==> src/rtl/controlador_entrada_saida_if.sv <==
// -----------------------------------------------------------------------------
// controlador_entrada_saida_if
//
// Groups the opcode/board/register-bank signals of the I/O controller.
//   slave  : seen from the controller (inputs opcode, switches, botao_confirma,
//            dado_saida; outputs dado_entrada, escrita_entrada, pc_stall,
//            display_valor, display_valido, led_aguardando[, erro_timeout]).
//   master : seen from the surrounding processor/board (directions reversed).
//
// Parameter DATA_W sets the switch bus width.
// Optional macro ES_TIMEOUT_EN adds the erro_timeout signal.
// -----------------------------------------------------------------------------
interface controlador_entrada_saida_if #(
  parameter int DATA_W = 16
);
  logic [4:0]        opcode;
  logic [DATA_W-1:0] switches;
  logic              botao_confirma;
  logic [31:0]       dado_saida;
  logic [31:0]       dado_entrada;
  logic              escrita_entrada;
  logic              pc_stall;
  logic [31:0]       display_valor;
  logic              display_valido;
  logic              led_aguardando;

`ifdef ES_TIMEOUT_EN
  logic              erro_timeout;

  modport slave (
    input  opcode, switches, botao_confirma, dado_saida,
    output dado_entrada, escrita_entrada, pc_stall,
    output display_valor, display_valido, led_aguardando, erro_timeout
  );

  modport master (
    output opcode, switches, botao_confirma, dado_saida,
    input  dado_entrada, escrita_entrada, pc_stall,
    input  display_valor, display_valido, led_aguardando, erro_timeout
  );
`else
  modport slave (
    input  opcode, switches, botao_confirma, dado_saida,
    output dado_entrada, escrita_entrada, pc_stall,
    output display_valor, display_valido, led_aguardando
  );

  modport master (
    output opcode, switches, botao_confirma, dado_saida,
    input  dado_entrada, escrita_entrada, pc_stall,
    input  display_valor, display_valido, led_aguardando
  );
`endif
endinterface

==> src/rtl/controlador_entrada_saida.sv <==
// -----------------------------------------------------------------------------
// controlador_entrada_saida
//
// I/O controller for the single-cycle processor.
//   - `in`  (opcode 19): stalls the PC, waits for the confirm button to be seen
//     released and then pressed (both debounced), captures the switches and
//     issues a one-cycle register-bank write.
//   - `out` (opcode 20): registers the register-bank value for the display.
//
// Ports:
//   clock  : system clock, rising edge
//   reset  : synchronous, active-high
//   io     : controlador_entrada_saida_if.slave
//              opcode, switches, botao_confirma (raw async), dado_saida in;
//              dado_entrada, escrita_entrada, pc_stall, display_valor,
//              display_valido, led_aguardando out.
//
// Parameters:
//   DATA_W          : switch width, captured value zero-extended to 32 bits
//   DEBOUNCE_CYCLES : consecutive stable cycles that qualify a button level (>=1)
//
// Optional feature (macro ES_TIMEOUT_EN): adds TIMEOUT_CYCLES and erro_timeout.
// When the controller has waited TIMEOUT_CYCLES cycles for the button it writes
// 0 to the register bank and raises erro_timeout until reset. Without the macro
// the controller waits indefinitely.
// -----------------------------------------------------------------------------
module controlador_entrada_saida #(
  parameter int DATA_W          = 16,
  parameter int DEBOUNCE_CYCLES = 50000
`ifdef ES_TIMEOUT_EN
  ,
  parameter int TIMEOUT_CYCLES  = 500_000_000
`endif
) (
  input  logic                       clock,
  input  logic                       reset,
  controlador_entrada_saida_if.slave io
);

  localparam logic [4:0] OPCODE_IN  = 5'd19;
  localparam logic [4:0] OPCODE_OUT = 5'd20;

  localparam int               CNT_W   = $clog2(DEBOUNCE_CYCLES + 1);
  localparam logic [CNT_W-1:0] CNT_MAX = CNT_W'(DEBOUNCE_CYCLES);

`ifdef ES_TIMEOUT_EN
  localparam int               TMR_W     = $clog2(TIMEOUT_CYCLES + 1);
  localparam logic [TMR_W-1:0] TIMER_MAX = TMR_W'(TIMEOUT_CYCLES);
`endif

  typedef enum logic [1:0] {
    OCIOSO,
    ESPERA_SOLTA,
    ESPERA_APERTO,
    CAPTURA
  } estado_t;

  estado_t           estado;
  estado_t           estadoProx;
  logic [CNT_W-1:0]  contador;
  logic [CNT_W-1:0]  contadorProx;
  logic [CNT_W-1:0]  contadorInc;
  logic [31:0]       dadoEntrada;
  logic [DATA_W-1:0] switchesAmostra;
  logic              capturar;
  logic              ehInstrEntrada;
  logic              emEspera;
  logic              botaoMeta;
  logic              btnSync;
  logic [31:0]       displayValor;
  logic              displayValido;

`ifdef ES_TIMEOUT_EN
  logic [TMR_W-1:0]  timer;
  logic [TMR_W-1:0]  timerProx;
  logic              disparaTimeout;
  logic              erroTimeout;
`endif

  assign ehInstrEntrada  = (io.opcode == OPCODE_IN);
  assign emEspera        = (estado == ESPERA_SOLTA) || (estado == ESPERA_APERTO);
  assign switchesAmostra = io.switches;

  // ---------------------------------------------------------------------------
  // Two-flop synchroniser for the asynchronous push-button.
  // ---------------------------------------------------------------------------
  // NOTE: non-blocking assignments make each flop sample the value from before
  // the edge; blocking ones would collapse the chain into a single flop.
  always_ff @(posedge clock) begin
    if (reset) begin
      botaoMeta <= 1'b0;
      btnSync   <= 1'b0;
    end else begin
      botaoMeta <= io.botao_confirma;
      btnSync   <= botaoMeta;
    end
  end

  // Saturating increment: the counter never wraps even if left counting.
  assign contadorInc = (contador == CNT_MAX) ? CNT_MAX : contador + CNT_W'(1);

`ifdef ES_TIMEOUT_EN
  // Only compared against TIMER_MAX, and the FSM leaves the wait on that edge,
  // so no saturation is needed.
  logic [TMR_W-1:0] timerInc;
  assign timerInc = timer + TMR_W'(1);
`endif

  // ---------------------------------------------------------------------------
  // FSM next state. The debounce counter tracks the length of the current run
  // of the level being waited for; any opposite sample restarts it, so a
  // glitch never changes state.
  // ---------------------------------------------------------------------------
  always_comb begin
    // NOTE: every output of this block gets a default first so no path leaves
    // one unassigned, which would otherwise infer a latch.
    estadoProx   = estado;
    contadorProx = contador;
    capturar     = 1'b0;
`ifdef ES_TIMEOUT_EN
    timerProx      = '0;
    disparaTimeout = 1'b0;
`endif

    case (estado)
      OCIOSO: begin
        if (ehInstrEntrada) begin
          estadoProx   = ESPERA_SOLTA;
          contadorProx = '0;
        end
      end

      // The button must first be seen released, so a press left over from a
      // previous `in` cannot satisfy this one.
      ESPERA_SOLTA: begin
        if (!ehInstrEntrada) begin
          estadoProx   = OCIOSO;
          contadorProx = '0;
        end else if (btnSync) begin
          contadorProx = '0;
        end else if (contadorInc == CNT_MAX) begin
          estadoProx   = ESPERA_APERTO;
          contadorProx = '0;
        end else begin
          contadorProx = contadorInc;
        end
      end

      ESPERA_APERTO: begin
        if (!ehInstrEntrada) begin
          estadoProx   = OCIOSO;
          contadorProx = '0;
        end else if (!btnSync) begin
          contadorProx = '0;
        end else if (contadorInc == CNT_MAX) begin
          estadoProx   = CAPTURA;
          contadorProx = '0;
          capturar     = 1'b1;
        end else begin
          contadorProx = contadorInc;
        end
      end

      CAPTURA: begin
        estadoProx = OCIOSO;
      end

      default: begin
        estadoProx   = OCIOSO;
        contadorProx = '0;
      end
    endcase

`ifdef ES_TIMEOUT_EN
    // The timer runs only while waiting for a legitimate `in`; expiry wins
    // over a coincident capture and turns it into a write of 0.
    if (emEspera && ehInstrEntrada) begin
      timerProx = timerInc;
      if (timerInc == TIMER_MAX) begin
        estadoProx     = CAPTURA;
        contadorProx   = '0;
        capturar       = 1'b0;
        disparaTimeout = 1'b1;
      end
    end
`endif
  end

  // ---------------------------------------------------------------------------
  // FSM state, debounce counter and captured value.
  // dadoEntrada only changes on entry to CAPTURA, so it stays stable from the
  // write pulse until the next capture.
  // ---------------------------------------------------------------------------
  always_ff @(posedge clock) begin
    if (reset) begin
      estado      <= OCIOSO;
      contador    <= '0;
      dadoEntrada <= '0;
    end else begin
      estado   <= estadoProx;
      contador <= contadorProx;
      if (capturar) begin
        dadoEntrada <= 32'(switchesAmostra);
      end
`ifdef ES_TIMEOUT_EN
      else if (disparaTimeout) begin
        dadoEntrada <= '0;
      end
`endif
    end
  end

`ifdef ES_TIMEOUT_EN
  always_ff @(posedge clock) begin
    if (reset) begin
      timer       <= '0;
      erroTimeout <= 1'b0;
    end else begin
      timer <= timerProx;
      if (disparaTimeout) begin
        erroTimeout <= 1'b1;
      end
    end
  end

  assign io.erro_timeout = erroTimeout;
`endif

  // ---------------------------------------------------------------------------
  // `out` path: independent of the FSM, samples every cycle with opcode 20.
  // ---------------------------------------------------------------------------
  always_ff @(posedge clock) begin
    if (reset) begin
      displayValor  <= '0;
      displayValido <= 1'b0;
    end else if (io.opcode == OPCODE_OUT) begin
      displayValor  <= io.dado_saida;
      displayValido <= 1'b1;
    end
  end

  // ---------------------------------------------------------------------------
  // Outputs. The combinational ones are gated by reset so they read 0 during
  // the reset cycle regardless of the state still held in the registers.
  // pc_stall falls in the CAPTURA cycle, together with the write pulse, so the
  // bank write and the PC advance share one edge.
  // ---------------------------------------------------------------------------
  assign io.dado_entrada    = dadoEntrada;
  assign io.escrita_entrada = !reset && (estado == CAPTURA);
  assign io.pc_stall        = !reset && ehInstrEntrada && (estado != CAPTURA);
  assign io.led_aguardando  = !reset && emEspera;
  assign io.display_valor   = displayValor;
  assign io.display_valido  = displayValido;

endmodule

==> src/flat_wrapper.sv <==
// flat-port wrapper written by rule: the top's interface ports become plain ports
module controlador_entrada_saida_flat 
#(
  parameter int DATA_W          = 16,
  parameter int DEBOUNCE_CYCLES = 50000

)
  (clock, reset, io_opcode, io_switches, io_botao_confirma, io_dado_saida, io_dado_entrada, io_escrita_entrada, io_pc_stall, io_display_valor, io_display_valido, io_led_aguardando);
  controlador_entrada_saida_if #(.DATA_W(DATA_W)) io_i ();
  input  logic clock;
  input  logic reset;
  input wire logic [$bits(io_i.opcode)-1:0] io_opcode;
  input wire logic [$bits(io_i.switches)-1:0] io_switches;
  input wire logic [$bits(io_i.botao_confirma)-1:0] io_botao_confirma;
  input wire logic [$bits(io_i.dado_saida)-1:0] io_dado_saida;
  output wire logic [$bits(io_i.dado_entrada)-1:0] io_dado_entrada;
  output wire logic [$bits(io_i.escrita_entrada)-1:0] io_escrita_entrada;
  output wire logic [$bits(io_i.pc_stall)-1:0] io_pc_stall;
  output wire logic [$bits(io_i.display_valor)-1:0] io_display_valor;
  output wire logic [$bits(io_i.display_valido)-1:0] io_display_valido;
  output wire logic [$bits(io_i.led_aguardando)-1:0] io_led_aguardando;
  assign io_i.opcode = io_opcode;
  assign io_i.switches = io_switches;
  assign io_i.botao_confirma = io_botao_confirma;
  assign io_i.dado_saida = io_dado_saida;
  assign io_dado_entrada = io_i.dado_entrada;
  assign io_escrita_entrada = io_i.escrita_entrada;
  assign io_pc_stall = io_i.pc_stall;
  assign io_display_valor = io_i.display_valor;
  assign io_display_valido = io_i.display_valido;
  assign io_led_aguardando = io_i.led_aguardando;
  controlador_entrada_saida #(.DATA_W(DATA_W), .DEBOUNCE_CYCLES(DEBOUNCE_CYCLES)) u_core (.clock(clock), .reset(reset), .io(io_i));
endmodule
==> config.mk <==
export PLATFORM = sky130hd
export DESIGN_NAME = controlador_entrada_saida_flat
export DESIGN_NICKNAME = d
export VERILOG_FILES = /design/src/rtl/controlador_entrada_saida_if.sv /design/src/rtl/controlador_entrada_saida.sv /design/src/flat_wrapper.sv
export SDC_FILE = /design/constraint.sdc
export NUM_CORES = 1
export LEC_CHECK = 0
export ABC_CLOCK_PERIOD_IN_PS = 8400
export CAP_MARGIN = 10
export CORE_MARGIN = 2
export CORE_UTILIZATION = 48
export DETAILED_ROUTE_END_ITERATION = 12
export GPL_ROUTABILITY_DRIVEN = 0
export PLACE_DENSITY = 0.84
export SETUP_SLACK_MARGIN = 0.05
export SYNTH_ARGS = -nofsm -noshare
export SYNTH_HDL_FRONTEND = slang
export SYNTH_SLANG_ARGS = --single-unit
==> constraint.sdc <==
create_clock -name clock -period 8.4 [get_ports clock]
set_clock_uncertainty 0.15 [all_clocks]
set_input_delay 1.68 -clock clock [delete_from_list [all_inputs] [get_ports clock]]
set_output_delay 1.68 -clock clock [all_outputs]
set_load 0.02 [all_outputs]
==> reports/qor.csv <==
metric,value,unit
Post-Route WL,8440,um
Mean Syn Cell Area,8.26,um2
post-synth top area cell,dfxtp_1,
PwrDens,157,mW/mm2
clk_lat worst skew,0.34,ns
CP Launch Type,primary input,
synthesis-to-layout area growth,37.4,%
power consumption,732,uW
Initial Util,49.8,%
n_diodes,0,
drt first pass iters,5,
first-pass GRT wire length,13700,um
synth warn,0,
unrepaired setup endpoints after global routing,false,
pre-CTS WS,2.96,ns
grt total ovfl,0,
Setup WS post-layout,2.94,ns
Buffers on Ports,107,
initial antenna violation count,0,
Post-DP HPWL,5820,um
"Slew Viols, Final",0,
drt drc,0,
ANT nets after route,0,
CTS root buffer,clkbuf_8,
leak pwr,0.00172,uW
Setup TNS,0,ns
number of buffers created by CTS,9,
"count leader, synth",nand2_1,
IO Pins,124,
Seq cells post-synth,69,
critical path required time,6.57,ns
minimum clock period,5.46,ns
WHS Path Cells,2,
Critical Path Sink Type,primary output,
post-synth cell types,54,
Fin Hold WS,0.305,ns
FF-to-FF path depth,8,
layout cells sized above 1,6.08,%
# nets final,570,
Hold Path Class,register to register,
worst slew pin tran,1.12,ns
Synth top area share,40.6,%
PostCTS Resize Cnt,0,
Vert. Die Dim,88.2,um
Max Cap Violations,0,
critical path data arrival time,3.63,ns
number of synthesized flops with an enable pin,0,
Main synth FF type,dfxtp_1,
Via-to-Cell Ratio,5.21,
Vias,3156,
Filler cells,549,
htree depth,3,
Multi-input gate area,0.00182,mm2
VDD IR max,0.173,mV
Die X,88.2,um
Fin. Hold Viols,0,
CP Max Fanout,10,
# Post-CTS Setup Buffers,0,
status,finished clean,
Iter 0 DRT Violations,130,
final setup fails,0,
row cnt,30,
Synth area leaders,"dfxtp_1 (41%), nand2_1 (9.5%), a21oi_1 (7.1%)",
wire length per cell,13.9,um
FF+latch area,0.00138,mm2
share of synthesized registers carrying an async set or reset,0,%
Post-Synthesis Cells,412,
core area,0.00683,mm2
Max Root-Sink Buffers,2,
Slew HR,25.7,%
clock-pin slew on the worst setup and hold paths,0.08,ns
Post-CTS Hold Fix Bufs,0,
clk sinks,69,
fmax,183,MHz
GRT Resource Usage Total,22.4,%
top post-synthesis cells by count,"nand2_1 (86), dfxtp_1 (69), a21oi_1 (48)",
die area,0.00778,mm2
pin count of the biggest net entering global routing,37,
cell area after synthesis,0.00340,mm2
critical path type,primary input to primary output,
Final Cycle Share,65.0,%
vias in the first global route,2990,
CTS tree,built,
register area share after synthesis,40.6,%
-- final timing paths --
path         slack [ns]                   startpoint                           to
max                2.94                 io_opcode[4]                  io_pc_stall
max reg2reg        4.91           u_core.contador[0]           u_core.contador[9]
min reg2reg        0.31  u_core.io.display_valor[30]  u_core.io.display_valor[30]
min                0.31  u_core.io.display_valor[30]  u_core.io.display_valor[30]
-- power by group --
part           internal (uW)  total, uW  switching [uW]
logic                   33.7       65.8            32.1
clock network            205        334             129
registers                330        332            2.36
total                    568        732             163
-- layout make-up --
type                    count  area share (%)
clock inverters             5            2.27
multi-input cells         309            38.9
flip-flops and latches     69            29.5
inverters                   8           0.642
repair buffers            109            23.1
clock buffers              10            2.94
well taps                  96            2.57
-- registers in the layout, summed over array words and instances, names as in the netlist --
register,flops
u_core.botaoMeta,1
u_core.btnSync,1
u_core.contador,16
u_core.estado,2
u_core.io.dado_entrada,16
u_core.io.display_valido,1
u_core.io.display_valor,32
-- placed cells by master, fill, tap and decap left out, types with 3 or more instances in the layout --
master,instances
nor3b_1,4
bufinv_16,3
clkdlybuf4s50_1,106
and3_1,3
inv_1,8
nand4_1,4
a21oi_1,48
o21ai_0,7
clkbuf_8,10
a211o_1,4
nand4b_1,3
ha_1,8
nand2b_1,3
nor2b_1,6
nor3_1,4
nand3_1,8
a211oi_1,3
xor2_1,4
conb_1,16
or3_1,9
dfxtp_1,69
nand2_1,86
mux2i_1,19
nor2_1,31
a21o_1,8
-- cell families (layout without fill, tap and decap cells) --
family | Yosys count | count (layout) | share of synthesized area, %
AO/OA/AOI/OAI | 80 | 80 | 14.2
XOR/XNOR | 5 | 5 | 1.29
adder cells (fa/ha/maj) | 8 | 8 | 2.94
buffers and inverters | 49 | 132 | 7.61
flip-flops | 69 | 69 | 40.6
multiplexers | 19 | 19 | 5.59
other | 1 | 16 | 0.110
AND/OR/NAND/NOR | 181 | 181 | 27.6
-- stage by stage --
step           instance area [um2]  util (%)  cells
6_report                      4680      68.4    606
5_1_grt                       4680      68.4    606
4_1_cts                       4680      68.4    606
3_5_place_dp                  4430      64.9    591
3_3_place_gp                  4430      64.9    591
2_1_floorplan                 3460         -    427
-- critical path, cell delays in order --
cell	delay, ns
clkdlybuf4s50_1	0.45
nor2b_1	0.21
nand4b_1	0.38
nor3_1	0.26
clkdlybuf4s50_1	0.65
-- per-layer routing --
layer	routed length, um	GRT usage [%]	up-vias
met4	135	8.13	0
met2	4040	37.3	113
met5	0	0	-
met3	809	9.24	15
met1	3450	25.7	1463
li1	-	-	1565
No activity file was read; power rests on OpenSTA's default activity.
